===== src/rtl/hazard_pkg.sv =====
// hazard_pkg
//   Shared types and defaults for the pipeline hazard controller.
//   fwd_sel_t  : Execute-stage forwarding select encoding.
//   md_state_t : multiply/divide tracker states.
//   fwd_pick   : resolves Memory-over-Writeback forwarding priority.
package hazard_pkg;

    localparam int unsigned DEFAULT_REG_W = 5;

    typedef enum logic [1:0] {
        FWD_RF  = 2'b00,
        FWD_WB  = 2'b01,
        FWD_MEM = 2'b10
    } fwd_sel_t;

    typedef enum logic [1:0] {
        IDLE,
        BUSY,
        DONE
    } md_state_t;

    // Memory stage holds the younger result, so it wins over Writeback.
    function automatic fwd_sel_t fwd_pick(input logic mem_hit, input logic wb_hit);
        if (mem_hit)
            return FWD_MEM;
        else if (wb_hit)
            return FWD_WB;
        else
            return FWD_RF;
    endfunction

endpackage


===== src/rtl/hazard_ctrl_md_tracker.sv =====
// md_tracker
//   Tracks a variable-latency multiply/divide unit.
//   After md_start_e the unit is BUSY for MD_LATENCY cycles, then DONE for
//   one cycle, then IDLE. A start in DONE restarts straight into BUSY.
//   A start while BUSY is illegal: it is ignored and trips an assertion.
// Ports
//   clk, reset   : clock, synchronous active-high reset
//   md_start_e   : operation issued from Execute this cycle
//   md_busy      : registered, high while not IDLE
//   md_done      : registered, high on the final BUSY cycle
//   md_pending   : high while not IDLE (used by Decode stall logic)
module md_tracker
    import hazard_pkg::*;
#(
    parameter int unsigned MD_LATENCY = 32
) (
    input  logic clk,
    input  logic reset,
    input  logic md_start_e,
    output logic md_busy,
    output logic md_done,
    output logic md_pending
);

    localparam int unsigned CW = (MD_LATENCY > 1) ? $clog2(MD_LATENCY) : 1;
    localparam logic [CW-1:0] LAST = CW'(MD_LATENCY - 1);

    md_state_t      state;
    logic [CW-1:0]  cnt;

    // md_busy/md_done are registered, so each branch assigns the value they
    // must show in the state being entered.
    always_ff @(posedge clk) begin
        if (reset) begin
            state   <= IDLE;
            cnt     <= '0;
            md_busy <= 1'b0;
            md_done <= 1'b0;
        end else begin
            case (state)
                IDLE, DONE: begin
                    if (md_start_e) begin
                        state   <= BUSY;
                        cnt     <= LAST;
                        md_busy <= 1'b1;
                        md_done <= (LAST == '0);
                    end else begin
                        state   <= IDLE;
                        md_busy <= 1'b0;
                        md_done <= 1'b0;
                    end
                end
                BUSY: begin
                    assert (!md_start_e);
                    md_busy <= 1'b1;
                    if (cnt == '0) begin
                        state   <= DONE;
                        md_done <= 1'b0;
                    end else begin
                        cnt     <= cnt - CW'(1);
                        md_done <= (cnt == CW'(1));
                    end
                end
                default: begin
                    state   <= IDLE;
                    cnt     <= '0;
                    md_busy <= 1'b0;
                    md_done <= 1'b0;
                end
            endcase
        end
    end

    assign md_pending = (state != IDLE);

endmodule


===== src/rtl/hazard_ctrl.sv =====
// hazard_ctrl
//   Pipeline hazard controller for the five-stage MIPS core: Execute and
//   Decode forwarding selects, load-use / branch / multiply-divide stalls,
//   and the Execute flush. Forwarding and stall outputs are combinational.
// Configuration
//   HAZARD_PERF_EN : adds parameter CNT_W and port stall_count, a saturating
//                    count of cycles with stallD high, cleared on reset.
// Ports
//   clk, reset                         : clock, synchronous active-high reset
//   branch_d                           : Decode holds a branch
//   rs_d, rt_d, rs_e, rt_e             : source registers
//   writereg_e/m/w, regwrite_e/m/w     : destination and write enable per stage
//   memtoreg_e, memtoreg_m             : stage holds a load
//   md_start_e, mdread_d               : multiply/divide issue / HI-LO consumer
//   stallF, stallD, flushE             : pipeline control
//   forwardAD, forwardBD               : Decode forward from Memory
//   forwardAE, forwardBE               : Execute forward select (fwd_sel_t)
//   md_busy, md_done                   : multiply/divide status
//   stall_count                        : stall cycle counter (HAZARD_PERF_EN)
module hazard_ctrl
    import hazard_pkg::*;
#(
    parameter int unsigned REG_W      = DEFAULT_REG_W,
    parameter int unsigned MD_LATENCY = 32
`ifdef HAZARD_PERF_EN
    ,
    parameter int unsigned CNT_W      = 32
`endif
) (
    input  logic             clk,
    input  logic             reset,
    input  logic             branch_d,
    input  logic [REG_W-1:0] rs_d,
    input  logic [REG_W-1:0] rt_d,
    input  logic [REG_W-1:0] rs_e,
    input  logic [REG_W-1:0] rt_e,
    input  logic [REG_W-1:0] writereg_e,
    input  logic [REG_W-1:0] writereg_m,
    input  logic [REG_W-1:0] writereg_w,
    input  logic             regwrite_e,
    input  logic             regwrite_m,
    input  logic             regwrite_w,
    input  logic             memtoreg_e,
    input  logic             memtoreg_m,
    input  logic             md_start_e,
    input  logic             mdread_d,
    output logic             stallF,
    output logic             stallD,
    output logic             flushE,
    output logic             forwardAD,
    output logic             forwardBD,
    output logic [1:0]       forwardAE,
    output logic [1:0]       forwardBE,
    output logic             md_busy,
    output logic             md_done
`ifdef HAZARD_PERF_EN
    ,
    output logic [CNT_W-1:0] stall_count
`endif
);

    logic md_pending;
    logic lwstall;
    logic branchstall;
    logic mdstall;
    logic stall;

    md_tracker #(
        .MD_LATENCY(MD_LATENCY)
    ) u_md (
        .clk       (clk),
        .reset     (reset),
        .md_start_e(md_start_e),
        .md_busy   (md_busy),
        .md_done   (md_done),
        .md_pending(md_pending)
    );

    always_comb begin
        forwardAE = fwd_pick((rs_e != '0) && (rs_e == writereg_m) && regwrite_m,
                             (rs_e != '0) && (rs_e == writereg_w) && regwrite_w);
        forwardBE = fwd_pick((rt_e != '0) && (rt_e == writereg_m) && regwrite_m,
                             (rt_e != '0) && (rt_e == writereg_w) && regwrite_w);

        forwardAD = (rs_d != '0) && (rs_d == writereg_m) && regwrite_m;
        forwardBD = (rt_d != '0) && (rt_d == writereg_m) && regwrite_m;

        lwstall = memtoreg_e && (rt_e != '0) && ((rs_d == rt_e) || (rt_d == rt_e));

        // A branch compares in Decode, so it must wait for an ALU result still
        // in Execute or a load still in Memory.
        branchstall = branch_d &&
            ((regwrite_e && (writereg_e != '0) &&
              ((writereg_e == rs_d) || (writereg_e == rt_d))) ||
             (memtoreg_m && (writereg_m != '0) &&
              ((writereg_m == rs_d) || (writereg_m == rt_d))));

        // Covers the issue cycle too, before the tracker has left IDLE.
        mdstall = mdread_d && (md_start_e || md_pending);

        stall  = lwstall || branchstall || mdstall;
        stallF = stall;
        stallD = stall;
        flushE = stall;
    end

`ifdef HAZARD_PERF_EN
    always_ff @(posedge clk) begin
        if (reset)
            stall_count <= '0;
        else if (stall && (stall_count != '1))
            stall_count <= stall_count + CNT_W'(1);
    end
`endif

endmodule


===== config.mk =====
export PLATFORM = sky130hd
export DESIGN_NAME = hazard_ctrl
export DESIGN_NICKNAME = d
export VERILOG_FILES = /design/src/rtl/hazard_pkg.sv /design/src/rtl/hazard_ctrl_md_tracker.sv /design/src/rtl/hazard_ctrl.sv
export SDC_FILE = /design/constraint.sdc
export NUM_CORES = 1
export LEC_CHECK = 0
export ABC_AREA = 1
export CAP_MARGIN = 20
export CORE_UTILIZATION = 39
export DETAILED_ROUTE_END_ITERATION = 10
export PLACE_DENSITY = 0.87
export SETUP_SLACK_MARGIN = 0.5
export SLEW_MARGIN = 5
export SYNTH_ARGS = -nofsm -noshare
export SYNTH_HDL_FRONTEND = slang
export SYNTH_SLANG_ARGS = --single-unit

===== constraint.sdc =====
create_clock -name clk -period 2 [get_ports clk]
set_input_delay 0.6 -clock clk [delete_from_list [all_inputs] [get_ports clk]]
set_output_delay 0.6 -clock clk [all_outputs]
set_load 0.05 [all_outputs]

==> impl_metrics.ini <==
[finish]
fin_area_um2 = 2620
final_cell_mix = nand2_1, buf_4, inv_1, inv_2
finalNetCount = 391
syn_to_final_growth_pct = 94.0
diodes = 0
final_common_cell = nand2_1
drive_gt1_frac = 0.496
fin_cells = 389
fin_util = 0.786

[synth]
syn_inst = 253
ys_ff_latch = 9
ys.flop_type = dfxtp_1
synth.net_count = 300
async_reset_ff_frac = 0
ys_seq_area_frac = 0.133
ys_types = 27
synth_area_um2 = 1350
yosysWarnings = 0
synth_edf_count = 0
avgSynthCellArea_um2 = 5.35

[sta]
tightest_slew_ns = 0.447
setup_violations = 9
setup_ws_ns = -0.317
slew_headroom = 0.699
finalCriticalPeriod_ns = 2.32
hold_viol = 0
holdWs_ns = 0.498
rsz0062_at_grt = yes
drv_slew = 0
fin_skew_ns = 0.0125
min_period_over_period = 1.16
max_freq_mhz = 432

[route]
final_antenna_net_count = 0
vias = 2069
via_per_inst = 5.32
first_pass_iters = 4
routed_wl_mm = 5.85
route.detailed.drc = 0
first_iter_violations = 109
wl_per_cell_um = 15.0

[critical_path]
worstSetupEndpoint = stallF
crit_path_start = memtoreg_m
crit_required_ns = 1.40
critical_path_class = in -> out
reg2regPathDepth = 9
start_kind = primary input
r2r_end = u_md.cnt[2]
arrival_ns = 1.72
r2r_start = u_md.cnt[0]
endpoint_kind = output pin
crit_fanout = 3
r2r_setup_slack_ns = 0.64

[die]
rows = 21
die_w_um = 60.9
ios = 56
initial_utilization = 0.405
die-height_um = 60.9
coreArea_um2 = 3340
die_area_um2 = 3710

[global_routing]
grtUsageMet3 = 0.0981
grt_max_degree = 7
grt_overflow = 0
grt_pass1_wl_mm = 9.05
grt_util_met1 = 0.323
top_usage_layer = met2
grt_pass1_vias = 2096
grt_usage = 0.332
antenna_found_initial = 0
grt_util_met2 = 0.612

[clock_tree]
numCtsBuffers = 3
htree_levels = 1
cts_tree = yes
clock_path_buffers = 2
insertion_delay_ns = 0.26
clock-sinks = 9
clk_pin_slew_ns = 0.06
clock-root-buffer = clkbuf_4

[power_and_ir_drop]
ir_drop_uv = 489
power.density_nw_per_um2 = 381
power.leakage_nw = 1.30

[placement]
dpl_cell_area_um2 = 2390
hpwl_mm = 3.86
io_buffer_count = 55
placed_cells = 380
gp_congestion = 0.885

[outcome]
violations = setup timing
outcome = finished with violations

[run]
cap_violations = 0

[worst_hold_path]
hold_path_class = reg -> reg
[cell usage after synthesis (2+ instances only)]
library cell	instances	area, um^2
nand2_1	77	289
dfxtp_1	9	180
inv_1	38	143
nor4_1	2	12.5
xor2_1	10	87.6
a211oi_1	3	22.5
xnor2_1	10	87.6
inv_2	9	33.8
o21ai_1	2	10.0
nor3_1	4	20.0
a21oi_1	11	55.1
nand2_2	2	12.5
buf_2	6	30.0
nand4_1	4	25.0
nand3_1	11	55.1
o2111ai_1	2	17.5
o22ai_1	3	18.8
ha_1	2	25.0
nor2_1	30	113
o21ai_0	10	50.1
buf_4	2	15.0
[report_power, final]
part           total (W)  switching, W  internal [W]
registers       0.000223     0.0000213      0.000201
clock network   0.000137     0.0000606     0.0000767
logic           0.000639      0.000346      0.000293
[repair_timing]
action,CTS,global route
buffers inserted,3,2
hold buffers,0,0
resized for setup,207,32
setup endpoints to repair,9,13
pin swaps,47,29
[sequential cells by signal (all words and copies together), names as in the netlist]
name,cells
u_md.cnt,5
u_md.state,2
u_md.md_busy,1
u_md.md_done,1
[metrics by stage]
step	power, W	setup WS [ns]	setup TNS (ns)
floorplan	0.000538	-0.173	-0.635
global placement	0.000765	-0.747	-6.14
finish	0.000999	-0.317	-2.09
CTS	0.000955	-0.280	-1.76
global route	0.00107	-0.389	-2.47
detailed placement	0.000782	-0.786	-6.44
[worst max-delay path, stage by stage]
cell             delay [ns]
clkdlybuf4s50_1        0.51
o21ai_0                0.09
inv_1                  0.06
nand2_1                0.05
nand2_1                0.08
nand2_2                0.09
nand2_8                0.10
buf_12                 0.13
[worst min path at each step]
stage	startpoint	to	slack, ns	cells after the start
after floorplan	u_md.cnt[4]	u_md.md_done	0.44	1
after global placement	u_md.cnt[4]	u_md.md_done	0.47	1
after global routing	u_md.cnt[4]	u_md.md_done	0.50	1
after detailed placement	u_md.cnt[4]	u_md.md_done	0.47	1
final	u_md.cnt[4]	u_md.md_done	0.50	1
after CTS	u_md.cnt[4]	u_md.md_done	0.48	1
[final cells by class]
| cell class | instances | area (um^2) |
|---|---|---|
| Clock buffer | 4 | 26.3 |
| Sequential cell | 9 | 181 |
| Tap cell | 46 | 57.6 |
| Fill cell | 224 | 713 |
| Multi-Input combinational cell | 189 | 1270 |
| Inverter | 47 | 196 |
| Timing Repair Buffer | 94 | 895 |
[kinds of logic after synthesis]
kind of cell / Yosys count / share of synthesized area
xor+xnor: 20 / 0.130
fa+ha+maj: 2 / 0.0185
compound gates: 34 / 0.148
simple gates: 133 / 0.407
buf+inv: 55 / 0.164
flops: 9 / 0.133
[per-layer routing]
metal / up-vias / routed length (um)
li1: 966 / -
met1: 954 / 2180
met2: 111 / 2990
met3: 38 / 357
met4: 0 / 316
met5: - / 0
(Power assumes the default switching activity.)
==> RTL edit 1 (same flow settings) <==
Set the package constant `DEFAULT_REG_W` to 10 (it was 5).
--- a/src/rtl/hazard_pkg.sv
+++ b/src/rtl/hazard_pkg.sv
@@ -7,3 +7,3 @@
 
-    localparam int unsigned DEFAULT_REG_W = 5;
+    localparam int unsigned DEFAULT_REG_W = 10;
 
Interface: changed (7 resized); port bits go from 56 to 91. No check against the original RTL was run, so the function may have changed too.
==> RTL edit 1 against the original RTL <==
The run still ends with negative setup slack left. Worst setup slack lost 0.25 ns. Routed wire length is 110% higher. Critical path type unchanged. Final area rose by 62%. Power increased by 41%. Global-route usage is 4.9 points higher. Final cell count is 68% higher. Largest cell class unchanged. Sequential cell count did not move. Synthesized area up 57%.
==> RTL edit 1: results <==
set metrics [dict create \
    finClkSkew_ns 0.00156 \
    drt_iter0_drc 355 \
    ir_drop_uv 559 \
    syn-num-nets 491 \
    route.vias.total 3818 \
    rrSetupSlack_ns 0.56 \
    synth_cell_types 32 \
    synthTopCellsByCount "nand2_1 (140), inv_1 (62), nor2_1 (49)" \
    viasPerCell 5.83 \
    io_buffer_count 90 \
    intPower_uw 787 \
    grt_pass1_wl_microns 16400 \
    dp.cells 635 \
    fillers 295 \
    finalSetupTns_ns -4.17 \
    violations "negative setup slack" \
    grt_pass1_vias 3551 \
    synthTopCellsByArea "nand2_1 (25%), inv_1 (11%), nor2_1 (8.7%)" \
    outcome "finished, violations left" \
    hpwl_microns 7780 \
    grt_usage_pct 38.1 \
    setup_viol 9 \
    root_buffer "clkbuf_8" \
    netlist_instances 409 \
    fin_ws_ns -0.562 \
]
==> RTL edit 1: cell count changes in the layout (fill, tap and decap cells not counted), sizes merged, moves of 6 or more <==
cell           before  now
dlygate4sd2         1   12
nor3                4   10
nand2              79  141
nor2               31   52
inv                47   69
xnor2              10   19
clkbuf              8   24
o22ai               3   13
clkdlybuf4s15       2   16
buf                80  124
nand4               4   15
==> RTL edit 1: per-stage QoR <==
| step | utilization, % | cell area (sq um) |
|---|---|---|
| floorplan | - | 2310 |
| global placement | 74.1 | 3830 |
| detailed placement | 74.1 | 3830 |
| CTS | 77.6 | 4010 |
| global route | 82.3 | 4260 |
| finish | 82.3 | 4260 |
==> RTL edit 1: power by group through the flow <==
stage	Clock [uW]	Combinational, uW	Sequential, uW
2_1_floorplan	0	369	224
3_3_place_gp	0	780	219
3_5_place_dp	0	797	220
4_1_cts	217	826	219
5_1_grt	231	1010	227
6_report	219	962	226
==> RTL edit 1: cell families after synthesis <==
group,after synthesis,share of synthesized area [%]
compound gates,53,15.5
simple gates,238,47.7
xor+xnor,32,13.2
flops,9,8.51
fa+ha+maj,2,1.18
buf+inv,75,13.9
==> RTL edit 1: timing repair <==
item,in CTS,in global routing
resized for setup,228,145
gates cloned,0,0
hold endpoints to repair,0,0
buffers inserted,10,6
endpoints found under the setup margin,14,15
pin swaps,57,47
==> RTL edit 1: path summary, 6_finish.rpt <==
path                      start          end
setup / recovery  writereg_m[1]       stallD
hold / removal    u_md.state[0]  u_md.cnt[2]
setup reg to reg    u_md.cnt[0]  u_md.cnt[2]
hold reg to reg   u_md.state[0]  u_md.cnt[2]
==> RTL edit 1: final cells by class <==
cell class	instances	area share, %
clock buffer	4	1.06
inverter	69	7.26
multi-input combinational	325	47.4
sequential	9	4.29
tap	70	2.06
timing repair buffer	178	38.0
==> RTL edit 1: worst max-delay path: stages <==
cell	delay, ns
buf_6	0.10
buf_8	0.13
buf_6	0.12
nand2_2	0.05
nand2_1	0.04
nor2_1	0.09
nand2_1	0.07
nor2_2	0.11
nand2_2	0.09
nand2_1	0.07
nand2_1	0.07
nand2_1	0.09
nand2_2	0.09
nand2_8	0.10
buf_12	0.14
==> RTL edit 1: layer usage <==
layer	wire, microns	GRT usage [%]
met5	0	0
met4	777	18.7
met3	1220	9.52
met2	5740	66.7
met1	4270	43.1
==> RTL edit 2 (same settings) <==
Without the edit above. The 3 states of `md_state_t` get a one-hot encoding in 3 bits.
--- a/src/rtl/hazard_pkg.sv
+++ b/src/rtl/hazard_pkg.sv
@@ -15,6 +15,6 @@
 
-    typedef enum logic [1:0] {
-        IDLE,
-        BUSY,
-        DONE
+    typedef enum logic [2:0] {
+        IDLE = 3'b001,
+        BUSY = 3'b010,
+        DONE = 3'b100
     } md_state_t;
Behaviour: same outputs for any inputs over 10 cycles, from zero or initial values and one cycle with reset high; not proved beyond that.
==> RTL edit 2 against the original RTL <==
The flow still finishes with violations (negative setup slack). Via count rose by 5.9%. Count of clock-buffer cells in the layout fell by 1. Worst setup slack got worse by 0.19 ns. Power rose by 0.25%. Routed wire length rose by 23%. Sequential power rose by 2%. Synthesized area rose by 2.6%. Die area rose by 2.5%. Sequential cell count rose by 1. Critical path depth rose by 2. Global-route usage fell by 2.1 points. Clock skew fell by 0.0030 ns. Final area rose by 2.8%. Combinational power rose by 0.8%. Largest power group unchanged. Highest routed layer unchanged.
==> RTL edit 2: results <==
set metrics [dict create \
    slowest_delay_ns 0.24 \
    rr_endpoint "u_md.cnt[0]" \
    ir_drop_uv 372 \
    rrSetupSlack_ns 0.58 \
    whs_ns 0.509 \
    cp.arrival_ns 1.90 \
    hpwl_microns 3970 \
    finalSetupTns_ns -3.05 \
    cp_slowest_cell "xnor2_2" \
    finClkSkew_ns 0.00954 \
    outcome "finished, violations left" \
    layout-drive-gt1-share_pct 50.9 \
    grt_pass1_wl_microns 8630 \
    cp_top_family "simple AND/OR/NAND/NOR gates" \
    setup_viol 9 \
    top_regs "u_md.cnt x5, u_md.state x3" \
    power_leakage_uw 0.00129 \
    drt_iter0_drc 325 \
    synth_cell_types 33 \
    relSlewSlack_pct 76.4 \
    routed_wl_microns 7170 \
    synthTopCellsByCount "nand2_1 (84), inv_1 (33), nor2_1 (21)" \
    holdCritStartpoint "u_md.cnt[1]" \
    worstSetupStartpoint "rs_d[2]" \
    syn_to_final_growth_pct 94.4 \
    worstHoldPathCells 2 \
    syn-num-nets 299 \
    fin_ws_ns -0.504 \
    violations "negative setup slack" \
    synth_seq_area_share_pct 14.4 \
    num-nets-final 387 \
]
[RTL edit 2: changes by cell type after synthesis, moves of 2 or more]
cell	unedited run	this run
nor2_1	30	21
nor2_2	0	3
o21ai_1	2	7
o21ai_0	10	3
nand3_1	11	14
inv_2	9	11
inv_1	38	33
nand2_1	77	84
buf_2	6	3
[RTL edit 2: cell families (layout without fill, tap and decap cells)]
kind of cell	after synthesis	count (layout)	share of synthesized area (%)
buffers and inverters	50	136	14.4
xor gates and xnor gates	20	20	12.6
adders and majority gates	2	2	1.80
and+or+nand+nor	141	141	44.5
DFF	10	10	14.4
AOI/OAI and AO/OA	29	29	12.2
[RTL edit 2: cell type report]
cell class	count	area share, %
sequential	10	7.42
multi-input combinational	192	49.6
inverter	45	7.05
timing repair buffer	88	33.0
clock buffer	3	0.835
tap	46	2.13
[RTL edit 2: power breakdown]
group | total, uW | internal [uW] | leakage (uW) | switching [uW]
registers | 227 | 216 | 0.0000826 | 11.3
logic | 644 | 285 | 0.00120 | 360
clock network | 130 | 69.1 | 0.0000138 | 60.8
total | 1000 | 569 | 0.00129 | 432
[RTL edit 2: routing by layer]
layer / GRT usage [%] / share of wire, %
met1: 32.3 / 36
met2: 58.1 / 50
met3: 5.46 / 8.7
met4: 17.8 / 5.5
met5: 0 / 0
[RTL edit 2: stage by stage]
step | instances | setup slack [ns]
3_3_place_gp | 376 | -0.717
6_report | 384 | -0.504
4_1_cts | 382 | -0.320
3_5_place_dp | 376 | -0.787
5_1_grt | 384 | -0.570
2_1_floorplan | 252 | -0.383
[RTL edit 2: repair_timing]
item / CTS / global route
pin swaps: 46 / 36
setup endpoints to repair: 9 / 13
hold buffers: 0 / 0
setup buffers: 3 / 2
gates resized for setup: 198 / 83
